## config.mk

```make
export PLATFORM = sky130hd
export DESIGN_NAME = bin2bcd_seq
export DESIGN_NICKNAME = d
export VERILOG_FILES = /design/src/rtl/bin2bcd_seq_pkg.sv /design/src/rtl/bin2bcd_seq_bcd_add3.sv /design/src/rtl/bin2bcd_seq.sv
export SDC_FILE = /design/constraint.sdc
export NUM_CORES = 1
export LEC_CHECK = 0
export CORE_MARGIN = 1
export CORE_UTILIZATION = 30
export DETAILED_ROUTE_END_ITERATION = 12
export GPL_TIMING_DRIVEN = 0
export PLACE_DENSITY_LB_ADDON = 0.1
export SKIP_LAST_GASP = 1
export SYNTH_ARGS = -nofsm -noshare
export SYNTH_HDL_FRONTEND = slang
export SYNTH_HIERARCHICAL = 1
export SYNTH_SLANG_ARGS = --single-unit
```

## constraint.sdc

```tcl
create_clock -name clk -period 2.9 [get_ports clk]
set_clock_uncertainty 0.2 [all_clocks]
set_input_delay 0.87 -clock clk [delete_from_list [all_inputs] [get_ports clk]]
set_output_delay 0.87 -clock clk [all_outputs]
set_load 0.03 [all_outputs]
```

## src/rtl/bin2bcd_seq_pkg.sv

```systemverilog
// bin2bcd_seq_pkg: shared state encoding and digit constants for the BCD converter
package bin2bcd_seq_pkg;
    typedef enum logic [1:0] {ST_IDLE = 2'd0, ST_SHIFT = 2'd1, ST_DONE = 2'd2} state_t;
    localparam logic [3:0] ERR_DIGIT = 4'hE;
    localparam int NUM_DIGITS = 4;
    localparam int DEF_MAX_VAL = 9999;
endpackage

```

## src/rtl/bin2bcd_seq_bcd_add3.sv

```systemverilog
// bcd_add3: double-dabble nibble correction, adds 3 when the digit is 5 or more
module bcd_add3
    import bin2bcd_seq_pkg::*;
(
    input  logic [3:0] din,
    output logic [3:0] dout
);
    always_comb dout = din >= 4'd5 ? din + 4'd3 : din;
endmodule

```

## src/rtl/bin2bcd_seq.sv

```systemverilog
// bin2bcd_seq: sequential shift-and-add-3 binary to four-digit BCD converter
module bin2bcd_seq
    import bin2bcd_seq_pkg::*;
#(
    parameter int W = 14,
    parameter int MAX_VAL = DEF_MAX_VAL
) (
    input  logic         clk,
    input  logic         rst,
    input  logic         start,
    input  logic [W-1:0] bin,
    output logic         busy,
    output logic         done,
    output logic         ovf,
    output logic [3:0]   d3,
    output logic [3:0]   d2,
    output logic [3:0]   d1,
    output logic [3:0]   d0
);
    localparam int CW = $clog2(W) + 1;
    localparam int BW = 4 * NUM_DIGITS;
    state_t state, state_nx;
    logic [W-1:0] bin_reg;
    logic [BW-1:0] bcd_reg, bcd_adj;
    logic [CW-1:0] count;
    logic ovf_pend;
    for (genvar i = 0; i < NUM_DIGITS; i++) begin : g_add3
        bcd_add3 u_add3 (.din(bcd_reg[4*i +: 4]), .dout(bcd_adj[4*i +: 4]));
    end
    always_ff @(posedge clk or posedge rst) begin
        if (rst) state <= ST_IDLE;
        else state <= state_nx;
    end
    always_comb begin
        state_nx = state == ST_IDLE  ? (start ? ST_SHIFT : ST_IDLE) :
                   state == ST_SHIFT ? (count == CW'(W - 1) ? ST_DONE : ST_SHIFT) :
                   ST_IDLE;
    end
    always_ff @(posedge clk or posedge rst) begin
        if (rst) begin
            bin_reg <= '0;
            bcd_reg <= '0;
            count <= '0;
            ovf_pend <= 1'b0;
            busy <= 1'b0;
            done <= 1'b0;
            ovf <= 1'b0;
            {d3, d2, d1, d0} <= '0;
        end else begin
            done <= state == ST_DONE;
            busy <= state_nx != ST_IDLE;
            case (state)
                ST_IDLE: if (start) begin
                    bin_reg <= bin;
                    bcd_reg <= '0;
                    count <= '0;
                    ovf_pend <= 32'(bin) > 32'(MAX_VAL);
                end
                ST_SHIFT: begin
                    // thousands-digit carry is dropped; such inputs are flagged as overflow anyway
                    bcd_reg <= {bcd_adj[BW-2:0], bin_reg[W-1]};
                    bin_reg <= bin_reg << 1;
                    count <= count + 1'b1;
                end
                ST_DONE: begin
                    {d3, d2, d1, d0} <= ovf_pend ? {NUM_DIGITS{ERR_DIGIT}} : bcd_reg;
                    ovf <= ovf_pend;
                end
                default: ;
            endcase
        end
    end
endmodule

```

# Yosys cells after proc, flatten, opt, wreduce, memory -nomap -nowiden
# Index checks and enable logic that the tools add are counted.
[totals]
register_bits = 57
output_inout_bits = 19
elab_cells = 46
[op_classes]
n_addsub = 5
order_cmp = 5
n_eq_ne = 4
muxes = 15
reduce_logical = 5
[op_table]
columns = ["operator", "n"]
rows = [
  ["two-way mux 16 bit", 2],
  ["case mux 16 bit (2 select lines)", 1],
  ["case mux 14 bit (2 select lines)", 1],
  ["greater-or-equal comparator 4 x 3 -> 1 bit, second input constant", 4],
  ["greater-than comparator 14 bit, second input constant", 1],
  ["two-way mux 14 bit", 1],
  ["adder 4 x 2 -> 4 bit, second input constant", 3],
  ["two-way mux 4 bit", 3],
  ["case mux 5 bit (2 select lines)", 1],
  ["two-way mux 2 bit", 3],
  ["adder 5 x 1 -> 5 bit, second input constant", 1],
  ["== test 5 x 4 -> 1 bit, second input constant", 1],
  ["two-way mux 5 bit", 1],
  ["AND reduction 2 bit", 2],
  ["nonzero test 2 bit", 2],
  ["adder 3 x 2 -> 3 bit, second input constant", 1],
  ["two-way mux 3 bit", 1],
  ["== test 2 x 1 -> 1 bit, second input constant", 1],
  ["== test 2 bit, second input constant", 1],
  ["zero test 2 bit", 1],
  ["!= test 2 bit, second input constant", 1],
  ["two-way mux 1 bit", 1],
]

# Longest topological paths before layout
# Gate-level depths: netlist of run 1.
[depth]
ltp_word = 5
ltp_mapped = 7
ltp_nobuf = 7

# Cells and area by module
# Netlist of run 1, hierarchy kept.
[modules_own_cells]
columns = ["mod", "instances", "cells_per_inst", "area_each_um2"]
rows = [
  ["bin2bcd_seq", 1, 250, 2417.3],
  ["bcd_add3", 4, 16, 101.3],
]

# Worst setup path before layout of run 1
# OpenSTA, ideal clock, no wires.
[synth_timing]
kind = "input port to flip-flop"
from = "in bin[7]"
to = "reg ovf_pend"
setup_ns = 0.124
arrival_ns = 1.518
required_time_ns = 2.576
setup_slack_ns = 1.057
path_stages = 3
path_buffers = 0
path_cell_list = "or4_1 nand4_1 a21oi_1"
[synth_between]
elab_chain_cells = 1
[synth_lines]
columns = ["item", "line", "rtl"]
rows = [
  ["start, declared", "bin2bcd_seq.sv:11", "input logic [W-1:0] bin,"],
  ["greater-than comparator 14 bit", "bin2bcd_seq.sv:57", "ovf_pend <= 32'(bin) > 32'(MAX_VAL);"],
  ["end signal, assigned", "bin2bcd_seq.sv:57", ""],
  ["end, declared", "bin2bcd_seq.sv:26", "logic ovf_pend;"],
]
# Every way passes these cells.
# A chain may end at the register's enable or synchronous reset.

# Final worst setup path of run 1
[layout_timing]
from = "reg d1[3]"
to = "out d1[3]"
[layout_lines]
columns = ["item", "line", "rtl"]
rows = [
  ["start, declared", "bin2bcd_seq.sv:17", "output logic [3:0] d1,"],
  ["start signal, assigned", "bin2bcd_seq.sv:66", "{d3, d2, d1, d0} <= ovf_pend ? {NUM_DIGITS{ERR_DIGIT}} : bcd_reg;"],
]
# No word-level cell between the ends.

==> results of run 1 <==
-- metrics by stage --
| stage | power (µW) | instances | worst slack [ns] | hold WS [ns] |
|---|---|---|---|---|
| final | 3750 | 468 | 0.468 | 0.275 |
| after global routing | 4080 | 468 | 0.400 | 0.291 |
| after CTS | 3810 | 468 | 0.441 | 0.282 |
| after detailed placement | 3000 | 454 | 0.408 | 0.264 |
| after global placement | 2980 | 453 | -0.787 | 0.262 |
| after floorplan | 2500 | 310 | 0.430 | 0.236 |
-- per-layer routing --
metal,share of wire (%),track usage (%)
met4,1.3,4.13
met3,4.0,4.75
met5,0,0
met2,43,21.4
met1,52,20.1
-- power breakdown --
group / switching (µW) / internal [µW]
Combinational: 893 / 681
Sequential: 273 / 1110
Clock: 314 / 472
-- path summary, 6_finish.rpt --
kind | endpoint | startpoint
min reg2reg | d3[2]$_DFFE_PP0P_ | d3[2]$_DFFE_PP0P_
max reg2reg | bcd_reg[6]$_DFFE_PP0P_ | bcd_reg[4]$_DFFE_PP0P_
max in group asynchronous | count[1]$_DFFE_PP0P_ | rst
max | d1[3] | d1[3]$_DFFE_PP0P_
min | d3[2]$_DFFE_PP0P_ | d3[2]$_DFFE_PP0P_
min in group asynchronous | bcd_reg[1]$_DFFE_PP0P_ | rst
-- final cells by class --
class                      instances  area [µm²]
timing repair buffer              36         370
clock inverter                     4        70.1
multi-input combinational        223        1220
buffer                            18         108
clock buffer                      10         128
tap                              108         135
fill                             917        5390
sequential                        57        1430
inverter                          12        45.0
==> run metrics, run 1 <==
Yosys warning count 6; unrepaired setup endpoints after global routing no; outcome finished clean; CTS max path bufs 2; GR Overflow Total 0; most common cell after layout, fill and taps aside nand2_1; Cell Rows 34; critical path, cell by cell clkdlybuf4s50_1; CTS tree yes; hold_buf cts 0; max-cap violations 0; cells after synthesis 310; period utilization 83.9%; CP peak stage delay 0.68 ns; Initial Utilization 31.5%; drt wl/cell 13.4 µm; H-tree Lvls 3; Max FO, Critical Path 2; post-route DRC violation count 0; num ports 36; DIE AREA 0.00973 mm²; First-pass DRT Iterations 4; Worst R2R Setup Slack 1.26 ns; Hold Path Class reg -> reg; Power Density 1070 mW/mm²; drt via density 4.80; nets 384; core box area 0.00889 mm²; CP max stage cell clkdlybuf4s50_1; Slew @ Worst Pin 0.539 ns; Startpoint Class flop; cells on worst reg2reg path 6; post-CTS sizing 0; global-route wire length before repair 11000 µm; setup bufs post-CTS 0; max reg flops 16; Final Util 39.4%; most frequent cells in the layout 84 x nand2_1, 57 x dfrtp_1, 35 x clkdlybuf4s50_1, 30 x o21ai_0; fin crit period 2.43 ns; post-route ant nets 0; CP Data Required Time 1.83 ns; diodes inserted 0; Static Leak 0.00165 µW; Skew-Pair Late Insertion Delay 0.33 ns; Max transition margin 64.0%; largest net degree at the start of global routing 35; crit path DAT 1.36 ns; Die X-Extent 98.7 µm; CTS root buf clkbuf_8; Post-Layout Inst Area 0.00351 mm²; Post-Syn Area per Cell 9.04 µm²; Syn Nets 337; cell family with most CP delay buffers and inverters; Iter 0 DRT Violations 70; synthesis-to-finish area growth 25.1%; share of layout cells above drive strength 1 10.3%; vias in the first global route 2164; PortBufs 35; Crit. End Element output port; hold depth 2; Setup TNS 0 ns; routability congestion estimate 0.757; Max Slew Vio Count 0; initial antenna violation count 0; Sink Count 57; Detail Placement HPWL 4340 µm; max frequency 411 MHz; routed wire length 6270 µm; peak supply drop 282 µV; final setup violation count 0; detailed-route via count 2248; WS Path Type reg -> out; die height 98.7 µm; CP Buf/Inv Count 1; Worst-path clk slew 0.07 ns; number of stages on the worst setup path 1; Total Routing Usage GR 14.5%; Hold Vio Cnt, Final 0; Cell Area, Synth 0.00280 mm²; TritonCTS buffer count 9; Placed Area 0.00331 mm²
No activity file was read; power rests on OpenSTA's default activity.
==> run 2, diff against run 1 <==
clock period = 2.06 ns   (was 2.9 ns; I/O delays follow)
==> run 2 against run 1 <==
Against the previous run: setup slack got worse by 0.31 ns; final cell count rose by 0.43%; sequential power rose by 40%; wire length rose by 1.1%; register-to-register slack got worse by 0.85 ns; via count fell by 2.2%; global-route usage rose by 0.077 points; sequential share of layout area fell by 0.30 points; critical path depth did not move; largest power group unchanged.
==> run metrics, run 2 (same netlist as run 1, synthesis figures left out) <==
global-route wire length before repair 11000 µm; share of layout cells above drive strength 1 10.8%; Iter 0 DRT Violations 88; Detail Placement HPWL 4240 µm; diodes inserted 0; vias in the first global route 2229; TritonCTS buffer count 9; Startpoint Class flop; max-cap violations 0; initial antenna violation count 0; synthesis-to-finish area growth 26.0%; Post-Layout Inst Area 0.00353 mm²; Static Leak 0.00169 µW; detailed-route via count 2198; CTS max path bufs 2; Setup TNS 0 ns; period utilization 92.5%; Max FO, Critical Path 2; Die X-Extent 98.7 µm; unrepaired setup endpoints after global routing no; core box area 0.00889 mm²; RR Endpoint bcd_reg[6]$_DFFE_PP0P_; setup bufs post-CTS 0; Max transition margin 65.4%; largest net degree at the start of global routing 58; die height 98.7 µm; Placed Area 0.00329 mm²; routability congestion estimate 0.716; WS Path Type reg -> out; Sink Count 57; Worst Hold End bcd_reg[0]$_DFFE_PP0P_; Cell Rows 34; R2R Path Start bcd_reg[4]$_DFFE_PP0P_; GR Overflow Total 0; First-pass DRT Iterations 4; routed wire length 6340 µm; Initial Utilization 31.5%; critical path, cell by cell dlygate4sd2_1; Hold Vio Cnt, Final 0; cell family with most CP delay buffers and inverters; fin crit period 1.91 ns; Worst Min Path Start bin_reg[13]$_DFFE_PP0P_; drt wl/cell 13.5 µm; DIE AREA 0.00973 mm²; Skew-Pair Late Insertion Delay 0.33 ns; Slew @ Worst Pin 0.519 ns; crit path DAT 1.09 ns; Hold Path Class reg -> reg; cells on worst reg2reg path 6; Worst R2R Setup Slack 0.41 ns; CP max stage cell dlygate4sd2_1; total power 5390 µW; nets 384; CP peak stage delay 0.40 ns; Crit. End Element output port; final setup violation count 0; CTS tree yes; Worst-path clk slew 0.07 ns; H-tree Lvls 3; Power Density 1530 mW/mm²; post-route DRC violation count 0; Total Routing Usage GR 14.5%; drt via density 4.68; CP Data Required Time 1.24 ns; WHS 0.273 ns; Max Slew Vio Count 0; CP Buf/Inv Count 1; most common cell after layout, fill and taps aside nand2_1; num ports 36; peak supply drop 366 µV; max reg flops 16; max frequency 525 MHz; post-route ant nets 0; outcome finished clean; hold depth 2; CTS root buf clkbuf_8; most frequent cells in the layout 84 x nand2_1, 57 x dfrtp_1, 30 x o21ai_0, 19 x dlygate4sd2_1; Final Util 39.7%; PortBufs 35
## run 2: what timing repair did
action,CTS,global route
setup endpoints to repair,19,0
hold buffers,0,0
endpoints found under the hold margin,0,0
gates resized for setup,19,0
## run 2: layout make-up
cell class              count  area [µm²]
fillers                   907        5360
flip-flops and latches     57        1430
multi-input cells         223        1220
repair buffers             36         347
clock buffers              11         141
well taps                 108         135
plain buffers              18         108
clock inverters             5         103
inverters                  12        48.8
## run 2: worst max path at each step
stage	start	to	slack [ns]	cells after the start
after CTS	rst	bin_reg[12]$_DFFE_PP0P_	0.13	2
after global placement	rst	count[2]$_DFFE_PP0P_	-0.25	2
after detailed placement	rst	count[2]$_DFFE_PP0P_	-0.22	2
after global routing	start	bin_reg[2]$_DFFE_PP0P_	0.02	5
after floorplan	bin[7]	ovf_pend$_DFFE_PP0P_	0.47	3
final	d1[3]$_DFFE_PP0P_	d1[3]	0.15	1
## run 2: metal layers
layer / wire length (µm) / up-vias / GRT usage, %
met5: 0 / - / 0
met4: 36 / 0 / 5.17
met3: 261 / 2 / 3.62
met2: 2730 / 43 / 22.0
met1: 3310 / 1027 / 20.2
li1: - / 1126 / -
## run 2: per-stage QoR
step / cells / setup slack, ns
floorplan: 310 / 0.469
global placement: 453 / -0.249
detailed placement: 453 / -0.217
CTS: 469 / 0.127
global route: 470 / 0.0199
finish: 470 / 0.154
## run 2: report_power, final
| group | leakage (µW) | switching (µW) | internal [µW] |
|---|---|---|---|
| Combinational | 0.000865 | 1270 | 865 |
| Clock | 0.000120 | 466 | 835 |
| Sequential | 0.000708 | 380 | 1570 |
| Total | 0.00169 | 2120 | 3270 |
==> run 3, diff against run 2 <==
GPL_ROUTABILITY_DRIVEN = 0   (was unset)
SETUP_SLACK_MARGIN = 0.3   (was unset)
==> run 3 against run 2 <==
Against the previous run: wire length rose by 2.2%; setup slack improved by 0.15 ns; via count rose by 1.3%; final cell count did not move; non-clock buffer count fell by 1; count of clock-buffer cells in the layout did not move; hold slack improved by 0.0043 ns; largest cell class unchanged; utilization fell by 0.69 points; design area fell by 1.7%; combinational power barely moved; total power fell by 0.29%; fmax rose by 8.3%; highest routed layer unchanged.
==> run metrics, run 3 (same netlist as run 1, synthesis figures left out) <==
die height 98.7 µm; WL met1 3370 µm; peak supply drop 366 µV; drt wl/cell 13.8 µm; max frequency 568 MHz; outcome finished clean; metal3 WL 277 µm; fin crit period 1.76 ns; Gate power share 39.5%; nets 384; most frequent cells in the layout 84 x nand2_1, 57 x dfrtp_1, 30 x o21ai_0, 25 x buf_2; H-tree Lvls 3; core box area 0.00889 mm²; CTS tree yes; post-route DRC violation count 0; switching pwr 2130 µW; post-route ant nets 0; Total Routing Usage GR 14.9%; CTS root buf clkbuf_8; WS Path Type in -> reg; Hold Path Class reg -> reg; CTS max path bufs 2; First-pass DRT Iterations 4; period utilization 85.4%; Static Leak 0.00166 µW; unrepaired setup endpoints after global routing yes; TritonCTS buffer count 9; Cell Rows 34; Iter 0 DRT Violations 104; largest net degree at the start of global routing 30; GR Overflow Total 0; Sink Count 57; Startpoint Class input pin; Worst R2R Setup Slack 0.41 ns; RR Endpoint bcd_reg[6]$_DFFE_PP0P_; top sig layer met4; Max transition margin 54.6%; Skew-Pair Late Insertion Delay 0.33 ns; vias in the first global route 2250; Flop pwr share 36.3%; drt via density 4.74; switching share of power 39.7%; initial antenna violation count 0; global-route wire length before repair 11200 µm; Max FO, Critical Path 2; max reg flops 16; hold_buf cts 0; Max Slew Vio Count 0; pre-CTS setup slack -0.217 ns; met2 wire length 2790 µm; Placed Area 0.00329 mm²; R2R Path Start bcd_reg[4]$_DFFE_PP0P_; diodes inserted 0; Clk pwr share 24.2%; DIE AREA 0.00973 mm²; Slew @ Worst Pin 0.680 ns; Post-Layout Inst Area 0.00347 mm²; Worst-path clk slew 0.07 ns; Hold Vio Cnt, Final 0; routed wire length 6480 µm; WHS 0.277 ns; max-cap violations 0; worst setup path end ovf_pend$_DFFE_PP0P_; P_int 3240 µW; synthesis-to-finish area growth 23.8%; crit path DAT 1.77 ns; CP startpoint bin[6]; cells on worst reg2reg path 6; most common cell after layout, fill and taps aside nand2_1; Detail Placement HPWL 4240 µm; Power Density 1550 mW/mm²; final setup violation count 0; Crit. End Element flop; Die X-Extent 98.7 µm; total power 5370 µW; Initial Utilization 31.5%; num ports 36; PortBufs 35; Final WS setup 0.301 ns; CP Data Required Time 2.07 ns; share of layout cells above drive strength 1 16.6%; detailed-route via count 2226
run 3: how the worst min path moves through the flow:
stage,startpoint,to,cells past startpoint
floorplan,count[4]$_DFFE_PP0P_,count[4]$_DFFE_PP0P_,1
global route,bin_reg[13]$_DFFE_PP0P_,bcd_reg[0]$_DFFE_PP0P_,2
CTS,bin_reg[13]$_DFFE_PP0P_,bcd_reg[0]$_DFFE_PP0P_,2
finish,bin_reg[13]$_DFFE_PP0P_,bcd_reg[0]$_DFFE_PP0P_,2
detailed placement,bin_reg[13]$_DFFE_PP0P_,bcd_reg[0]$_DFFE_PP0P_,2
global placement,d0[0]$_DFFE_PP0P_,d0[0]$_DFFE_PP0P_,2
run 3: through the flow:
step,setup TNS (ns),utilization [%],std cells
after detailed placement,-16.72,37.0,453
after global routing,0,39.0,470
after CTS,0,38.9,470
final,0,39.0,470
after floorplan,0,-,310
after global placement,-18.36,37.0,453
run 3: repair_timing:
item                       in CTS  in global routing
resized for setup              94                  6
cloned                          1                  0
setup endpoints to repair     106                  5
pin swaps                       1                  1
buffers inserted                0                  0
run 3: cell type report:
cell class	count	area, µm²
sequential	57	1430
timing repair inverter	1	7.51
clock buffer	11	141
inverter	12	48.8
clock inverter	5	103
multi-input combinational	223	1240
timing repair buffer	35	254
buffer	18	110
fill	904	5420
tap	108	135
run 3: worst max-delay path, cell delays in order:
cell	delay [ns]
clkdlybuf4s50_1	0.41
or4_1	0.53
nand4_1	0.14
a21oi_2	0.07
run 3: routing by layer:
metal / up-vias / track usage (%)
li1: 1127 / -
met1: 1049 / 20.6
met2: 48 / 22.9
met3: 2 / 3.69
met4: 0 / 5.17
met5: - / 0
run 3: power groups by stage:
stage	clock network [µW]	registers, µW	logic [µW]
final	1300	1950	2120
after global routing	1380	2030	2440
after CTS	1330	1950	2140
after detailed placement	0	1980	2250
after global placement	0	1970	2220
after floorplan	0	2140	1380
